`src/rtl/gate_pkg.sv`:
```
// Shared types and constants for the GATE library parity/reducer blocks.
package gate_pkg;

    typedef enum logic [1:0] {
        IDLE,
        ACCUM,
        HOLD
    } gps_state_t;

    localparam logic GATE_MODE_XOR  = 1'b0;
    localparam logic GATE_MODE_XNOR = 1'b1;

endpackage

```
`src/rtl/gate_reduce.sv`:
```
// Combinational WIDTH-input XOR/XNOR reducer; the generic N-input gate model.
module gate_reduce #(
    parameter int WIDTH = 3
) (
    input  logic [WIDTH-1:0] data,
    input  logic             mode,
    output logic             y
);

    // mode=1 inverts the odd-parity result, giving the XNOR gate.
    assign y = (^data) ^ mode;

endmodule

```
`src/rtl/gate_parity_stream.sv`:
```
// Streaming frame parity engine over a valid/ready handshake.
// Define GATE_PARITY_STREAM_CHECK_EN to add the in_exp / out_err checker ports.
module gate_parity_stream
    import gate_pkg::*;
#(
    parameter int WIDTH     = 3,
    parameter int MAX_BEATS = 8,
    parameter int CNT_W     = $clog2(MAX_BEATS + 1)
) (
    input  logic             clk,
    input  logic             rst,
    input  logic             in_valid,
    output logic             in_ready,
    input  logic [WIDTH-1:0] in_data,
    input  logic             in_last,
    input  logic             in_mode,
`ifdef GATE_PARITY_STREAM_CHECK_EN
    input  logic             in_exp,
    output logic             out_err,
`endif
    output logic             out_valid,
    input  logic             out_ready,
    output logic             out_parity,
    output logic [CNT_W-1:0] out_beats,
    output logic             out_trunc
);

    gps_state_t       state;
    logic             acc;
    logic             mode_q;
    logic [CNT_W-1:0] cnt;

    logic             w;
    logic             first;
    logic             accept;
    logic             acc_next;
    logic [CNT_W-1:0] cnt_next;
    logic             mode_eff;
    logic             frame_end;
    logic             par_next;

    gate_reduce #(.WIDTH(WIDTH)) u_word_parity (
        .data (in_data),
        .mode (GATE_MODE_XOR),
        .y    (w)
    );

    assign in_ready = (state != HOLD);

    // The first beat restarts the accumulator and supplies the frame's mode directly.
    always_comb begin
        first     = (state == IDLE);
        accept    = in_valid && in_ready;
        acc_next  = first ? w : (acc ^ w);
        cnt_next  = first ? CNT_W'(1) : (cnt + CNT_W'(1));
        mode_eff  = first ? in_mode : mode_q;
        frame_end = in_last || (cnt_next == CNT_W'(MAX_BEATS));
        par_next  = acc_next ^ mode_eff;
    end

    always_ff @(posedge clk) begin
        if (rst) begin
            state      <= IDLE;
            acc        <= 1'b0;
            cnt        <= '0;
            mode_q     <= GATE_MODE_XOR;
            out_valid  <= 1'b0;
            out_parity <= 1'b0;
            out_beats  <= '0;
            out_trunc  <= 1'b0;
`ifdef GATE_PARITY_STREAM_CHECK_EN
            out_err    <= 1'b0;
`endif
        end else begin
            case (state)
                IDLE, ACCUM: begin
                    if (accept) begin
                        acc <= acc_next;
                        cnt <= cnt_next;
                        if (first) begin
                            mode_q <= in_mode;
                        end
                        if (frame_end) begin
                            out_valid  <= 1'b1;
                            out_parity <= par_next;
                            out_beats  <= cnt_next;
                            out_trunc  <= !in_last;
`ifdef GATE_PARITY_STREAM_CHECK_EN
                            out_err    <= (par_next != in_exp);
`endif
                            state      <= HOLD;
                        end else begin
                            state <= ACCUM;
                        end
                    end
                end
                HOLD: begin
                    if (out_ready) begin
                        out_valid <= 1'b0;
                        state     <= IDLE;
                    end
                end
                default: state <= IDLE;
            endcase
        end
    end

endmodule
```
`config.mk`:
```
export PLATFORM = sky130hd
export DESIGN_NAME = gate_parity_stream
export DESIGN_NICKNAME = d
export VERILOG_FILES = /design/src/rtl/gate_pkg.sv /design/src/rtl/gate_reduce.sv /design/src/rtl/gate_parity_stream.sv
export SDC_FILE = /design/constraint.sdc
export NUM_CORES = 1
export LEC_CHECK = 0
export BUFFER_PORTS_ARGS = -buffer_cell sky130_fd_sc_hd__clkbuf_2
export CAP_MARGIN = 40
export CORE_UTILIZATION = 54
export CTS_BUF_LIST = sky130_fd_sc_hd__clkbuf_8
export DETAILED_ROUTE_END_ITERATION = 10
export GPL_TIMING_DRIVEN = 0
export HOLD_SLACK_MARGIN = 0.1
export PLACE_DENSITY_LB_ADDON = 0.05
export SLEW_MARGIN = 20
export SYNTH_ARGS = -nofsm -noshare
export SYNTH_HDL_FRONTEND = slang
export SYNTH_SLANG_ARGS = --single-unit
export TNS_END_PERCENT = 1
```
`constraint.sdc`:
```
create_clock -name clk -period 2.3 [get_ports clk]
set_input_delay 0.46 -clock clk [delete_from_list [all_inputs] [get_ports clk]]
set_output_delay 0.46 -clock clk [all_outputs]
set_load 0.01 [all_outputs]
```
## Word level (Yosys, flattened, before mapping)

Index checks and enable logic that the tools add are counted.

| word-level totals | value |
|---|---|
| flip-flop bits (word level) | 15 |
| bits of input ports | 9 |
| output and inout port bits | 8 |
| logic and storage cells | 40 |

| cells by class | value |
|---|---|
| add/sub/neg operators | 1 |
| equal/unequal tests | 7 |
| multiplexer cells | 11 |
| bitwise logic cells | 2 |
| reductions and logical operators | 11 |

Operators by type and width:

| cell | number |
|---|---|
| 2-bit != test (second input constant) | 4 |
| 2-bit two-way mux | 3 |
| 1-bit two-way mux | 5 |
| 4-bit by 1-bit adder with 4-bit output (second input constant) | 1 |
| 4-bit == test (second input constant) | 1 |
| 4-bit two-way mux | 1 |
| 2-bit one-hot mux with 2 select lines | 1 |
| 2-bit AND reduction | 2 |
| 4-bit AND reduction | 1 |
| 3-bit AND reduction | 1 |
| 3-bit parity | 1 |
| 2-bit by 1-bit == test with 1-bit output (second input constant) | 1 |
| 2-bit == test (second input constant) | 1 |
| 2-bit logical NOT | 1 |
| 1-bit one-hot mux with 2 select lines | 1 |
| 2-bit nonzero test | 1 |
| 2-bit OR reduction | 1 |
| 1-bit bitwise XOR | 2 |
| 1-bit logical AND | 1 |
| 1-bit logical NOT | 1 |
| 1-bit logical OR | 1 |

## Depth between registers and ports, before layout

| depth | value |
|---|---|
| depth in word-level cells | 7 |
| mapped depth | 6 |
| depth with buffers taken out | 5 |

## Hierarchy

From an unflattened synthesis, not the netlist that was laid out.

| second synthesis, totals | value |
|---|---|
| cells, all modules | 90 |
| area, all modules | 830.8 µm² |

By module, submodules not included:

| module | instances | cells an instance | area each (µm²) | seq. area each (µm²) |
|---|---|---|---|---|
| gate_parity_stream | 1 | 87 | 804.5 | 300.3 |
| gate_reduce | 1 | 3 | 26.3 | 0.0 |

## Least setup slack after synthesis

Ideal clock, no wire load.

| timing | value |
|---|---|
| path type | reg-to-reg |
| from | register cnt[0] |
| to | register out_beats[3] |
| setup time | 0.059 ns |
| arrival time | 1.631 ns |
| data required time | 2.241 ns |
| slack | 0.611 ns |
| stages on the path, launching flop included | 5 |
| path buffers | 0 |
| clock period less this slack | 1.689 ns |
| cell sequence | dfxtp_1 -> ha_1 -> or4_4 -> a2111oi_4 -> a31o_1 |

| on the way | value |
|---|---|
| longest elaborated chain between the ends | 5 |

Ends and longest elaborated chain:

| what | line | RTL |
|---|---|---|
| start: declaration | gate_parity_stream.sv:31 | `logic [CNT_W-1:0] cnt;` |
| start signal: assignment | gate_parity_stream.sv:79 | `cnt <= cnt_next;` |
| 4-bit by 1-bit adder with 4-bit output (*) | gate_parity_stream.sv:55 | `cnt_next = first ? CNT_W'(1) : (cnt + CNT_W'(1));` |
| 4-bit two-way mux (*) | gate_parity_stream.sv:55 |  |
| 4-bit == test | gate_parity_stream.sv:57 | `frame_end = in_last \|\| (cnt_next == CNT_W'(MAX_BEATS));` |
| 1-bit logical OR | gate_parity_stream.sv:57 |  |
| 3-bit AND reduction (no source line) | - |  |
| end signal: assignment | gate_parity_stream.sv:86 | `out_beats <= cnt_next;` |
| end: declaration | gate_parity_stream.sv:24 | `output logic [CNT_W-1:0] out_beats,` |

Every way passes the cells marked *; elsewhere a longest branch is shown, timed or not.
A chain may end at the register's enable or synchronous reset.

## Final worst setup path

Ends and elaborated chain as after synthesis.

==> impl_metrics.json <==
{
  "rows": 13,
  "cts_resized": 0,
  "die_w_um": 40.1,
  "top_layer": "met4",
  "drcViolationCount": 0,
  "grt_pass1_wl_mm": 2.46,
  "wl_met1_um": 754,
  "hp-class": "reg -> reg",
  "rsz0062_at_grt": "no",
  "gp_congestion": 0.777,
  "dp.cells": 121,
  "synth_fa_ha_area_frac": 0.0159,
  "max-slew-margin-rel": 0.676,
  "synthMuxAreaShare": 0.0383,
  "final-instance-count-excl-fill": 125,
  "synth-seq-cells": 15,
  "yosysWarnings": 0,
  "ant_nets": 0,
  "finalHoldViolCount": 0,
  "clock-sinks": 15,
  "start_kind": "flip-flop",
  "antenna_cells": 0,
  "dpl.hpwl_mm": 1.24,
  "dieArea_sq_um": 1610,
  "viasPerCell": 5.67,
  "cts_made_buffers": 3,
  "post_drt_wl_per_cell_um": 13.2,
  "fillers": 120,
  "clk_latency_ns": 0.24,
  "fin_skew_ns": 0.000538,
  "drt-pass1-iter-count": 4,
  "status": "completed",
  "synthSimpleGateAreaFrac": 0.219,
  "post_cts_buffers": 0,
  "synth-async-reset-ratio": 0,
  "grtUsageTotal": 0.235,
  "route.met3.wl_um": 100,
  "worst_pin_slew_ns": 0.482,
  "peakVddDrop_mv": 0.440,
  "synth_cell_types": 33,
  "synth_fp_nets": 100,
  "core_area_sq_um": 1330,
  "clockBufferDepth": 2,
  "synth_edf_count": 0,
  "seq_area_sq_um": 300,
  "fin_area_sq_um": 930,
  "synth.yosys.seq_area_share": 0.383,
  "tns_ns": 0,
  "synthCells": 90,
  "cts_hold_buffers": 0,
  "p_total_w": 0.000583,
  "overflow": 0,
  "vias": 709,
  "drive_gt1_frac": 0.227,
  "power_density_nw_per_um2": 627,
  "synth_xor_area_frac": 0.0781,
  "port_buffers": 16,
  "synth_area_sq_um": 785,
  "start_util": 0.588,
  "ios": 17,
  "num-nets-final": 121,
  "place_area_sq_um": 883,
  "wl_mm": 1.65,
  "synth_top_family_by_area": "compound AO/OA/AOI/OAI gates",
  "antenna_found_initial": 0,
  "synth-compound-area-share": 0.222,
  "synth_ff_type": "dfxtp_1",
  "power_leakage_nw": 0.380,
  "fmax_mhz": 541,
  "syn_area_per_cell_sq_um": 8.72,
  "multi_input_area_sq_um": 449,
  "path_class": "reg -> reg",
  "worst_ep_arrival_time_ns": 1.99,
  "grt_pass1_vias": 576,
  "grt_start_max_net_pins": 11,
  "cts_htree_levels": 1,
  "clk_pin_slew_worst_paths_ns": 0.06,
  "cts-root-buf": "clkbuf_8",
  "cts_tree": "built",
  "endpoint_kind": "flip-flop",
  "min_period_ns": 1.85,
  "die-height_um": 40.1,
  "finalCritPeriodShare": 0.804,
  "path_max_fanout": 5,
  "drv_slew": 0,
  "cp.required_ns": 2.44,
  "area_growth_pct": 18.5,
  "setup_viol": 0,
  "initialDrtViolationCount": 19,
  "dr_wl_met2_um": 765,
  "drv_cap": 0
}
-- layout by cell type, fill, tap and decap left out --
cell | netlist | final
nand3_1 | 6 | 6
clkinv_2 | 0 | 1
o32ai_1 | 1 | 1
a2111oi_4 | 1 | 1
inv_1 | 3 | 3
nor2_1 | 5 | 5
o21ai_0 | 3 | 3
a21oi_1 | 10 | 10
a31oi_1 | 1 | 1
nor2b_1 | 1 | 1
nor4_1 | 1 | 1
a311oi_1 | 1 | 1
a31o_1 | 1 | 1
and2_1 | 1 | 1
o21a_1 | 2 | 2
nor3_1 | 2 | 2
xnor2_1 | 3 | 3
or2_1 | 1 | 1
clkbuf_2 | 0 | 16
clkbuf_8 | 0 | 3
buf_2 | 1 | 1
a22oi_1 | 1 | 1
or4_4 | 1 | 1
clkbuf_1 | 2 | 2
nand2b_4 | 1 | 1
nand2b_1 | 4 | 4
buf_6 | 1 | 1
mux2i_1 | 3 | 3
and2b_1 | 1 | 1
xor2_1 | 4 | 4
dfxtp_1 | 15 | 15
ha_1 | 1 | 1
o211ai_1 | 1 | 1
o21ai_1 | 2 | 2
nand2_1 | 8 | 8
a221oi_1 | 1 | 1
-- state kept, by name (all words and copies together) (netlist names) --
signal and cells:
mode_q 1, state 2, out_trunc 1, out_parity 1, acc 1, cnt 4, out_beats 4, out_valid 1
-- routing by layer --
layer / vias to the layer above / global-route usage
li1: 359 / -
met1: 318 / 0.285
met2: 27 / 0.383
met3: 5 / 0.0667
met4: 0 / 0.103
met5: - / 0
-- path summary, 6_finish.rpt --
check                         start                        end  slack, ns  cells past startpoint
max reg2reg     cnt[0]$_SDFFE_PP0P_  out_beats[3]$_SDFFE_PP0P_       0.45                      4
min reg2reg  out_valid$_SDFFE_PP0P_     out_valid$_SDFFE_PP0P_       0.47                      2
max             cnt[0]$_SDFFE_PP0P_  out_beats[3]$_SDFFE_PP0P_       0.45                      4
min          out_valid$_SDFFE_PP0P_     out_valid$_SDFFE_PP0P_       0.47                      2
-- cell usage after synthesis, drive strengths merged (2+ instances only) --
library cell / count / area, sq um
a21oi: 10 / 50.1
buf: 2 / 16.3
clkbuf: 2 / 7.51
dfxtp: 15 / 300
inv: 3 / 11.3
mux2i: 3 / 30.0
nand2: 8 / 30.0
nand2b: 5 / 38.8
nand3: 6 / 30.0
nor2: 5 / 18.8
nor3: 2 / 10.0
o21a: 2 / 15.0
o21ai: 5 / 25.0
xnor2: 3 / 26.3
xor2: 4 / 35.0
-- critical path, cell delays in order, from the launching register on --
cell	delay (ns)
dfxtp_1	0.35
ha_1	0.38
nor4_1	0.50
a21oi_1	0.26
a31o_1	0.27
-- cell families after synthesis --
family | count (synthesis)
muxes | 3
AOI/OAI and AO/OA | 25
buffers and inverters | 7
and+or+nand+nor | 32
adders and majority gates | 1
DFF | 15
xor gates and xnor gates | 7
-- through the flow --
stage | setup slack [ns] | utilization | hold WS [ns]
floorplan | 0.611 | - | 0.454
global placement | 0.403 | 0.662 | 0.446
detailed placement | 0.423 | 0.662 | 0.456
CTS | 0.458 | 0.697 | 0.479
global route | 0.344 | 0.697 | 0.498
finish | 0.452 | 0.697 | 0.475
-- where the power goes --
group	internal, W	total [W]	switching, W
Clock	0.000120	0.000211	0.0000914
Sequential	0.000271	0.000280	0.00000883
Combinational	0.0000398	0.0000919	0.0000521
Total	0.000431	0.000583	0.000152
-- area by class of cell --
class / count / share of cell area
Timing Repair Buffer: 16 / 0.0861
Multi-Input combinational cell: 68 / 0.483
Inverter: 3 / 0.0121
Clock buffer: 3 / 0.0444
Tap cell: 15 / 0.0202
Clock inverter: 1 / 0.00538
Sequential cell: 15 / 0.323
Buffer: 4 / 0.0256
Power figures use the tool's default switching activity.
